`config.mk`:
```
export PLATFORM = sky130hd
export DESIGN_NAME = fpu_ss_result_arbiter
export DESIGN_NICKNAME = d
export VERILOG_FILES = /design/src/rtl/fpu_ss_result_arbiter.sv
export SDC_FILE = /design/constraint.sdc
export NUM_CORES = 2
export LEC_CHECK = 0
export ABC_AREA = 0
export BUFFER_PORTS_ARGS = -buffer_cell sky130_fd_sc_hd__buf_2
export CAP_MARGIN = 20
export CORE_UTILIZATION = 55
export CTS_CLUSTER_DIAMETER = 60
export DETAILED_ROUTE_END_ITERATION = 6
export PLACE_DENSITY_LB_ADDON = 0.08
export SLEW_MARGIN = 10
export SYNTH_ARGS = -nofsm -noshare
export SYNTH_HDL_FRONTEND = slang
export SYNTH_SLANG_ARGS = --single-unit
```
`constraint.sdc`:
```
create_clock -name clk_i -period 3.5 [get_ports clk_i]
set_input_delay 0 -clock clk_i [delete_from_list [all_inputs] [get_ports clk_i]]
set_output_delay 0 -clock clk_i [all_outputs]
set_load 0.01 [all_outputs]
```
`src/rtl/fpu_ss_result_arbiter.sv`:
```
// fpu_ss_result_arbiter
// Merges write-back results from NUM_SRC producers onto one core-facing result
// channel. Each source owns a DEPTH-entry FIFO; heads are drained one per cycle
// with round-robin fairness. Queued entries can be cancelled by a commit-kill
// (id + core_id match) until they are presented to the core.
//
// Ports:
//   clk_i, rst_ni            clock, asynchronous active-low reset
//   src_valid_i/src_ready_o  per-source push handshake (ready = FIFO not full)
//   src_*_i                  per-source payload, source i at slice i
//   kill_valid_i/kill_*_i    commit-kill strobe with id and core to cancel
//   result_valid_o/ready_i   output handshake
//   result_*_o               granted entry fields (zero when not valid)
//   result_src_o             index of the granted source
//   busy_o                   any FIFO holds an entry
module fpu_ss_result_arbiter #(
    parameter int unsigned NUM_SRC       = 2,
    parameter int unsigned DEPTH         = 4,
    parameter int unsigned ID_WIDTH      = 4,
    parameter int unsigned DATA_WIDTH    = 32,
    parameter int unsigned CORE_ID_WIDTH = 32
) (
    input  logic                                   clk_i,
    input  logic                                   rst_ni,
    input  logic [NUM_SRC-1:0]                     src_valid_i,
    output logic [NUM_SRC-1:0]                     src_ready_o,
    input  logic [NUM_SRC*ID_WIDTH-1:0]            src_id_i,
    input  logic [NUM_SRC*DATA_WIDTH-1:0]          src_data_i,
    input  logic [NUM_SRC*5-1:0]                   src_rd_i,
    input  logic [NUM_SRC-1:0]                     src_we_i,
    input  logic [NUM_SRC*CORE_ID_WIDTH-1:0]       src_core_id_i,
    input  logic [NUM_SRC-1:0]                     src_exc_i,
    input  logic [NUM_SRC*6-1:0]                   src_exccode_i,
    input  logic                                   kill_valid_i,
    input  logic [ID_WIDTH-1:0]                    kill_id_i,
    input  logic [CORE_ID_WIDTH-1:0]               kill_core_id_i,
    output logic                                   result_valid_o,
    input  logic                                   result_ready_i,
    output logic [ID_WIDTH-1:0]                    result_id_o,
    output logic [DATA_WIDTH-1:0]                  result_data_o,
    output logic [4:0]                             result_rd_o,
    output logic                                   result_we_o,
    output logic [CORE_ID_WIDTH-1:0]               result_core_id_o,
    output logic                                   result_exc_o,
    output logic [5:0]                             result_exccode_o,
    output logic [((NUM_SRC > 1) ? $clog2(NUM_SRC) : 1)-1:0] result_src_o,
    output logic                                   busy_o
);

    localparam int unsigned SRC_W = (NUM_SRC > 1) ? $clog2(NUM_SRC) : 1;
    localparam int unsigned PTR_W = $clog2(DEPTH);
    localparam int unsigned CNT_W = PTR_W + 1;

    // FIFO storage, one row per source
    logic [ID_WIDTH-1:0]      id_q      [NUM_SRC][DEPTH];
    logic [DATA_WIDTH-1:0]    data_q    [NUM_SRC][DEPTH];
    logic [4:0]               rd_q      [NUM_SRC][DEPTH];
    logic                     we_q      [NUM_SRC][DEPTH];
    logic [CORE_ID_WIDTH-1:0] core_id_q [NUM_SRC][DEPTH];
    logic                     exc_q     [NUM_SRC][DEPTH];
    logic [5:0]               exccode_q [NUM_SRC][DEPTH];
    logic                     alive_q   [NUM_SRC][DEPTH];

    logic [PTR_W-1:0] wptr_q [NUM_SRC];
    logic [PTR_W-1:0] rptr_q [NUM_SRC];
    logic [CNT_W-1:0] cnt_q  [NUM_SRC];

    logic [SRC_W-1:0] rr_q;
    logic [SRC_W-1:0] grant_q;
    logic             lock_q;

    logic [NUM_SRC-1:0] head_alive;
    logic [NUM_SRC-1:0] drop;
    logic [NUM_SRC-1:0] push;
    logic [NUM_SRC-1:0] push_kill;
    logic [NUM_SRC-1:0] pop;
    logic [SRC_W-1:0]   rr_grant;
    logic               rr_found;
    logic [SRC_W-1:0]   idx_s;
    logic [SRC_W-1:0]   grant;
    logic               handshake;

    // Per-FIFO status: accept, occupancy, head liveness, push-time kill match
    always_comb begin
        head_alive  = '0;
        drop        = '0;
        push        = '0;
        push_kill   = '0;
        src_ready_o = '0;
        busy_o      = 1'b0;
        for (int i = 0; i < NUM_SRC; i++) begin
            src_ready_o[i] = (cnt_q[i] < CNT_W'(DEPTH));
            busy_o         = busy_o | (cnt_q[i] != '0);
            head_alive[i]  = (cnt_q[i] != '0) && alive_q[i][rptr_q[i]];
            // a dead head is never granted, so it can never be the presented entry
            drop[i]        = (cnt_q[i] != '0) && !alive_q[i][rptr_q[i]];
            push[i]        = src_valid_i[i] && src_ready_o[i];
            push_kill[i]   = kill_valid_i
                          && (src_id_i[i*ID_WIDTH +: ID_WIDTH] == kill_id_i)
                          && (src_core_id_i[i*CORE_ID_WIDTH +: CORE_ID_WIDTH] == kill_core_id_i);
        end
    end

    // Round-robin pick among alive heads; a stalled grant is held via lock_q
    always_comb begin
        rr_found = 1'b0;
        rr_grant = '0;
        idx_s    = '0;
        for (int k = 0; k < NUM_SRC; k++) begin
            idx_s = SRC_W'((32'(rr_q) + 32'(k)) % NUM_SRC);
            if (!rr_found && head_alive[idx_s]) begin
                rr_found = 1'b1;
                rr_grant = idx_s;
            end
        end
        grant          = lock_q ? grant_q : rr_grant;
        result_valid_o = lock_q | rr_found;
        handshake      = result_valid_o & result_ready_i;
        pop            = '0;
        if (handshake) begin
            pop[grant] = 1'b1;
        end
    end

    // Result fields from the granted head, zeroed when idle
    always_comb begin
        result_src_o     = '0;
        result_id_o      = '0;
        result_data_o    = '0;
        result_rd_o      = '0;
        result_we_o      = 1'b0;
        result_core_id_o = '0;
        result_exc_o     = 1'b0;
        result_exccode_o = '0;
        if (result_valid_o) begin
            result_src_o     = grant;
            result_id_o      = id_q[grant][rptr_q[grant]];
            result_data_o    = data_q[grant][rptr_q[grant]];
            result_rd_o      = rd_q[grant][rptr_q[grant]];
            result_we_o      = we_q[grant][rptr_q[grant]];
            result_core_id_o = core_id_q[grant][rptr_q[grant]];
            result_exc_o     = exc_q[grant][rptr_q[grant]];
            result_exccode_o = exccode_q[grant][rptr_q[grant]];
        end
    end

    // FIFO, kill, round-robin and lock state
    always_ff @(posedge clk_i or negedge rst_ni) begin
        if (!rst_ni) begin
            for (int i = 0; i < NUM_SRC; i++) begin
                wptr_q[i] <= '0;
                rptr_q[i] <= '0;
                cnt_q[i]  <= '0;
                for (int j = 0; j < DEPTH; j++) begin
                    id_q[i][j]      <= '0;
                    data_q[i][j]    <= '0;
                    rd_q[i][j]      <= '0;
                    we_q[i][j]      <= 1'b0;
                    core_id_q[i][j] <= '0;
                    exc_q[i][j]     <= 1'b0;
                    exccode_q[i][j] <= '0;
                    alive_q[i][j]   <= 1'b0;
                end
            end
            rr_q    <= '0;
            grant_q <= '0;
            lock_q  <= 1'b0;
        end else begin
            for (int i = 0; i < NUM_SRC; i++) begin
                // kill spares the entry currently on the result channel
                if (kill_valid_i) begin
                    for (int j = 0; j < DEPTH; j++) begin
                        if ((id_q[i][j] == kill_id_i) && (core_id_q[i][j] == kill_core_id_i)
                            && !(result_valid_o && (grant == SRC_W'(i))
                                 && (rptr_q[i] == PTR_W'(j)))) begin
                            alive_q[i][j] <= 1'b0;
                        end
                    end
                end
                // push is written last so it overrides a kill on the same slot
                if (push[i]) begin
                    id_q[i][wptr_q[i]]      <= src_id_i[i*ID_WIDTH +: ID_WIDTH];
                    data_q[i][wptr_q[i]]    <= src_data_i[i*DATA_WIDTH +: DATA_WIDTH];
                    rd_q[i][wptr_q[i]]      <= src_rd_i[i*5 +: 5];
                    we_q[i][wptr_q[i]]      <= src_we_i[i];
                    core_id_q[i][wptr_q[i]] <= src_core_id_i[i*CORE_ID_WIDTH +: CORE_ID_WIDTH];
                    exc_q[i][wptr_q[i]]     <= src_exc_i[i];
                    exccode_q[i][wptr_q[i]] <= src_exccode_i[i*6 +: 6];
                    alive_q[i][wptr_q[i]]   <= !push_kill[i];
                    wptr_q[i]               <= wptr_q[i] + 1'b1;
                end
                if (pop[i] || drop[i]) begin
                    rptr_q[i] <= rptr_q[i] + 1'b1;
                end
                if (push[i] && !(pop[i] || drop[i])) begin
                    cnt_q[i] <= cnt_q[i] + 1'b1;
                end else if (!push[i] && (pop[i] || drop[i])) begin
                    cnt_q[i] <= cnt_q[i] - 1'b1;
                end
            end
            lock_q  <= result_valid_o & ~result_ready_i;
            grant_q <= grant;
            if (handshake) begin
                rr_q <= (grant == SRC_W'(NUM_SRC - 1)) ? '0 : SRC_W'(grant + 1'b1);
            end
        end
    end

endmodule
```
; ---- Word-level counts from Yosys, hierarchy flattened
; Index checks and enable logic that the tools add are counted.
[word_totals]
output_inout_bits = 86
reg_bits = 673
inputBits = 204
[classes]
n_reduce_logical = 69
bitwise_logic = 12
n_lt_le_gt_ge = 14
n_mux = 124
n_addsub = 10
n_eq_ne = 26
[ops]
columns = cell, n
row1 = $mux 128, 6
row2 = $bwmux 128, 4
row3 = $eq 32x32->1, 10
row4 = $mux 32, 8
row5 = $bmux 32 s2, 2
row6 = $demux 32 s2, 2
row7 = $mux 24, 3
row8 = $mux 20, 3
row9 = $mux 4, 15
row10 = $bwmux 24, 2
row11 = $mux 16, 3
row12 = $logic_and 1x1->1, 44
row13 = $bwmux 20, 2
row14 = $eq 4x4->1, 10
row15 = $bwmux 16, 2
row16 = $mux 1, 32
row17 = $mux 6, 5
row18 = $mux 5, 5
row19 = $bwmux 4, 6
row20 = $demux 6 s2, 2
row21 = $demux 5 s2, 2
row22 = $logic_not 1->1, 17
row23 = $demux 4 s2, 2
row24 = $ge 3x3->1 const B, 5
row25 = 28 further kinds, 63

; ---- Depth between registers and ports, before layout
[depth]
word_depth = 21
depth_mapped = 12
ltp_nobuf = 11

; ---- Least setup slack after synthesis
; No wires, ideal clock.
[synth_path]
path_kind = flip-flop to flip-flop
start = register rptr_q[3] in the netlist's numbering
end = register cnt_q[2] in the netlist's numbering
synth_period_minus_slack_ns = 2.776
path_slack_ns = 0.724
path_buffers = 1
setup_time_ns = 0.080
stages_incl_launch_ff = 12
arrival_ns = 2.696
cell_sequence = dfrtp_1 clkbuf_1 mux2_1 or3_1 a21oi_1 o32a_1 ha_1 inv_1 fa_1 xor2_1 nor2_1 xnor2_1
[synth_via]
elab_chain_cells = 21
elab_cells_between_ends = 30
cone_classes = order compare (2) / mux (16) / bitwise (3) / reduce/logical (9)
[synth_lines]
columns = element, line
row1 = start: declaration, 65  ; logic [PTR_W-1:0] rptr_q [NUM_SRC];
row2 = start signal: indexed assignment, 193  ; rptr_q[i] <= rptr_q[i] + 1'b1;
row3 = $not 2->3 (not written as such) *, 94  ; head_alive[i] = (cnt_q[i] != '0) && alive_q[i][rptr_q[i]];
row4 = $bmux 1 s2 *, 94
row5 = $mux 1 (not written as such) * (2 in series), 94
row6 = $logic_and 1x1->1 *, 94
row7 = $mux 1 (not written as such) (2 in series), 111  ; if (!rr_found && head_alive[idx_s]) begin
row8 = $mux 1, 111
row9 = $logic_not 1->1, 111
row10 = $logic_and 1x1->1, 111
row11 = (+3 left out), --
row12 = $logic_and 1x1->1 (not written as such), 121  ; pop[grant] = 1'b1;
row13 = $mux 1 (not written as such), 121
row14 = $demux 1 s1, 121
row15 = $mux 2 *, 120  ; if (handshake) begin
row16 = $logic_or 1x1->1 *, "195, 197"
row17 = $logic_not 1->1, 195  ; if (push[i] && !(pop[i] || drop[i])) begin
row18 = $logic_and 1x1->1, 195
row19 = $mux 3 or $reduce_bool 2->1 (tied branches), --
row20 = end signal: indexed assignment, 196  ; cnt_q[i] <= cnt_q[i] + 1'b1;
row21 = end signal: indexed assignment, 198  ; cnt_q[i] <= cnt_q[i] - 1'b1;
row22 = end: declaration, 66  ; logic [CNT_W-1:0] cnt_q [NUM_SRC];
; Mark *: on every way between the ends. The rest lies on a longest branch, timed or not. The select of a mux whose other input is x is not followed.
; A chain may end at the register's enable or synchronous reset.

; ---- Worst setup path after layout
[layout_path]
start = register rptr_q[2] in the netlist's numbering
end = register cnt_q[4] in the netlist's numbering
[layout_via]
elab_chain_cells = 21
elab_cells_between_ends = 32
cone_classes = order compare (2) / mux (16) / bitwise (3) / reduce/logical (11)
[layout_lines]
columns = element, line
row1 = $not 2->3 (not written as such) *, "94, 96"
row2 = $bmux 1 s2 *, "94, 96"
row3 = $mux 1 (not written as such) * (2 in series), "94, 96"
row4 = $logic_and 1x1->1, 94
row5 = $mux 1 (not written as such) (2 in series), 111
row6 = $mux 1, 111
row7 = $logic_not 1->1, 111
row8 = $logic_and 1x1->1, 111
row9 = (+3 left out), --
row10 = $logic_and 1x1->1 (not written as such), 121
row11 = $mux 1 (not written as such), 121
row12 = $demux 1 s1, 121
row13 = $mux 2, 120
row14 = $logic_or 1x1->1 *, "195, 197"
row15 = $logic_not 1->1, 195
row16 = $logic_and 1x1->1, 195
row17 = $mux 3 or $reduce_bool 2->1 (tied branches), --
; Marked as above.

==> results.toml <==
[routing]
wirelength_um = 106000
viasPerCell = 6.14
vias = 23388
drcViolationCount = 0
postRouteAntennaNets = 0
drt_iter0_drc = 2068
dr.pass1.iters = 5
wl_per_cell_um = 27.8

[global_route]
grt_max_degree = 93
overflow = 0
grt_pass1_wl_um = 158000
antenna_found_initial = 9
grt_pass1_vias = 23818
grtUsageTotal_pct = 34.0

[place]
gp_congestion = 0.970
hpwl_um = 74700
place_area_mm2 = 0.0367
port_buffers = 289

[floorplan]
dieArea_mm2 = 0.0632
start_util_pct = 55.6
die_h_um = 251
ios = 290
rows = 91
die_w_um = 251
coreArea_mm2 = 0.0616

[pwr]
p_leak_nw = 18.0
power_mw = 42.8
power.internal_mw = 25.5
combPwrFrac_pct = 47.1
pwr-share-clk_pct = 18.9
ir_drop_mv = 0.909
switchingPower_mw = 17.3
p_per_area_mw_per_mm2 = 1050
power_frac_seq_pct = 34.0
swShare_pct = 40.4

[yosys]
ys_ff_latch = 673
synthFlopType = "dfrtp_1"
ys_warn_count = 0
yosysSeqAreaShare_pct = 49.2
synth_xor_area_share_pct = 9.29
async_flop_share_pct = 100
synthSimpleGateAreaFrac_pct = 4.34
synth_area_per_cell_um2 = 13.7
synth_top_family_by_area = "multiplexers"
synth.most_common_cell = "dfrtp_1"
synth_area_leaders = "dfrtp_1, mux2_1, mux4_2"
muxShareOfSynthArea_pct = 32.3
yosysTopAreaCell = "dfrtp_1"
synth_edf_count = 0
synthesis.nets = 2725
synth_adder_area_share_pct = 0.775
synth_compound_area_share_pct = 1.87
synth_commonest_cells = "dfrtp_1, mux2_1, xor2_1"
synth_top_area_share_pct = 49.2
synth_cell_type_count = 34
syn_inst = 2501
syn_area_mm2 = 0.0342

[worst_setup_path]
crit_arrival_ps = 3870
crit_buf_inv = 2
r2r_start = "rptr_q[2]$_DFFE_PN0P_"
r2r_end = "cnt_q[4]$_DFFE_PN0P_"
critPathTopFamily = "adder cells"
worstPathRequired_ps = 4000
worstSetupStartpointType = "flip-flop"
slowest_stage = "dfrtp_4"
critPathMaxFanout = 19
cp-end-kind = "flip-flop"
slowest_delay_ps = 520
regToRegSetupSlack_ps = 130
r2r_cells = 9
critPathKind = "reg -> reg"
cp_cell_sequence = "mux4_2 > or4b_1 > o211ai_4 > clkinv_2 > o32a_1 > ha_1 > inv_1 > fa_1 > mux2_2"

[sta]
setup_total_negative_slack_ps = 0
rsz0062_at_grt = "no"
hold_viol = 0
slew_headroom_pct = 40.2
slew_viol_final = 0
period_share_pct = 96.3
fmax_ghz = 0.297
setup_viol = 0
period_minus_slack_ps = 3370
clock_skew_ps = 14.8
worstMarginPinSlew_ps = 897

[cts]
tritoncts = "built"
insertion_delay_ps = 620
clock_sinks = 673
cts_buffers = 75
cts_max_level = 3
cts_max_path_buffers = 3
clkTransAtPathRegs_ps = 60
root_buffer = "clkbuf_16"

[status]
run_status = "complete, no violations"

[worst_hold_path]
hold_class = "in -> async"

[finish]
final_util_pct = 66.5
stdcell_area_mm2 = 0.0410
synthToLayoutAreaGrowth_pct = 19.8
nets = 3129
drive_gt1_share_pct = 21.7
fill_cells = 4569

[flow_run]
cap_violations = 0
cell usage in the layout, fill, tap and decap left out, types with 10 or more instances in the layout:
cell type,count
nand4_1,27
nand2_1,173
clkbuf_1,18
clkbuf_16,77
clkinv_2,13
buf_2,288
mux2_1,651
nor4_1,75
xnor2_1,45
nor3_1,12
dfrtp_1,669
a21oi_1,83
xor2_1,318
dlygate4sd3_1,166
buf_4,24
ha_1,18
inv_1,15
o22ai_1,10
buf_12,19
clkbuf_8,20
mux4_2,164
logic make-up (layout without fill, tap and decap cells):
| family | after synthesis | after routing |
|---|---|---|
| compound gates | 113 | 113 |
| xor+xnor | 363 | 363 |
| fa+ha+maj | 20 | 20 |
| buf+inv | 198 | 662 |
| flops | 673 | 673 |
| mux | 818 | 818 |
| other cells | 0 | 9 |
| simple gates | 316 | 316 |
power groups by stage:
stage,logic (mW),clock network [mW],registers [mW]
5_1_grt,21.3,8.49,15.1
2_1_floorplan,12.7,0,13.7
6_report,20.2,8.09,14.6
3_5_place_dp,19.6,0,14.6
4_1_cts,19.9,8.18,14.5
3_3_place_gp,19.4,0,14.3
layer usage:
metal  vias up  GRT usage (%)  share of wire, %
met5         -              0                 0
met4         0           10.4               3.1
met3       188           6.93               8.2
met2       973           49.3                44
met1     12375           51.6                45
li1       9852              -                 -
sequential cells by signal, summed over array words and instances, names as in the netlist, 4 cells and up:
signal / count
alive_q: 8
cnt_q: 6
core_id_q: 256
data_q: 256
exc_q: 8
exccode_q: 48
id_q: 32
rd_q: 40
rptr_q: 4
we_q: 8
wptr_q: 4
worst max path at each step:
stage / from / endpoint / slack, ps / depth (start not counted)
6_report: rptr_q[2]$_DFFE_PN0P_ / cnt_q[4]$_DFFE_PN0P_ / 130 / 9
5_1_grt: rptr_q[2]$_DFFE_PN0P_ / cnt_q[4]$_DFFE_PN0P_ / 10 / 9
3_3_place_gp: rptr_q[2]$_DFFE_PN0P_ / cnt_q[5]$_DFFE_PN0P_ / 230 / 11
3_5_place_dp: rptr_q[2]$_DFFE_PN0P_ / alive_q[5]$_DFF_PN0_ / 140 / 8
2_1_floorplan: rptr_q[3]$_DFFE_PN0P_ / cnt_q[2]$_DFFE_PN0P_ / 720 / 11
4_1_cts: rptr_q[2]$_DFFE_PN0P_ / result_data_o[19] / 0.4 / 7
area by class of cell:
class | instances | area [um^2] | area share (%)
clock buffers | 114 | 2240 | 5.48
inverters | 23 | 87.6 | 0.214
diodes | 9 | 22.5 | 0.0549
multi-input cells | 1630 | 16700 | 40.8
repair buffers | 502 | 3750 | 9.16
clock inverters | 23 | 270 | 0.659
well taps | 837 | 1050 | 2.55
flip-flops and latches | 673 | 16900 | 41.1
stage by stage:
step / cells / hold slack, ps / setup WS [ps]
after floorplan: 2501 / -296 / 724
after global placement: 3498 / 61.5 / 232
after detailed placement: 3498 / 68.4 / 140
after CTS: 3801 / 5.89 / 0.365
after global routing: 3809 / 31.7 / 13.3
final: 3811 / 2.63 / 129
what timing repair did:
item                       in CTS  in global routing
setup endpoints to repair      22                 16
setup buffers                   0                  0
hold endpoints to repair     1029                  0
resized for setup               1                  6
hold buffers                  166                  0
gates cloned                    0                  1
Note: power is estimated with default switching activity, not from simulation.
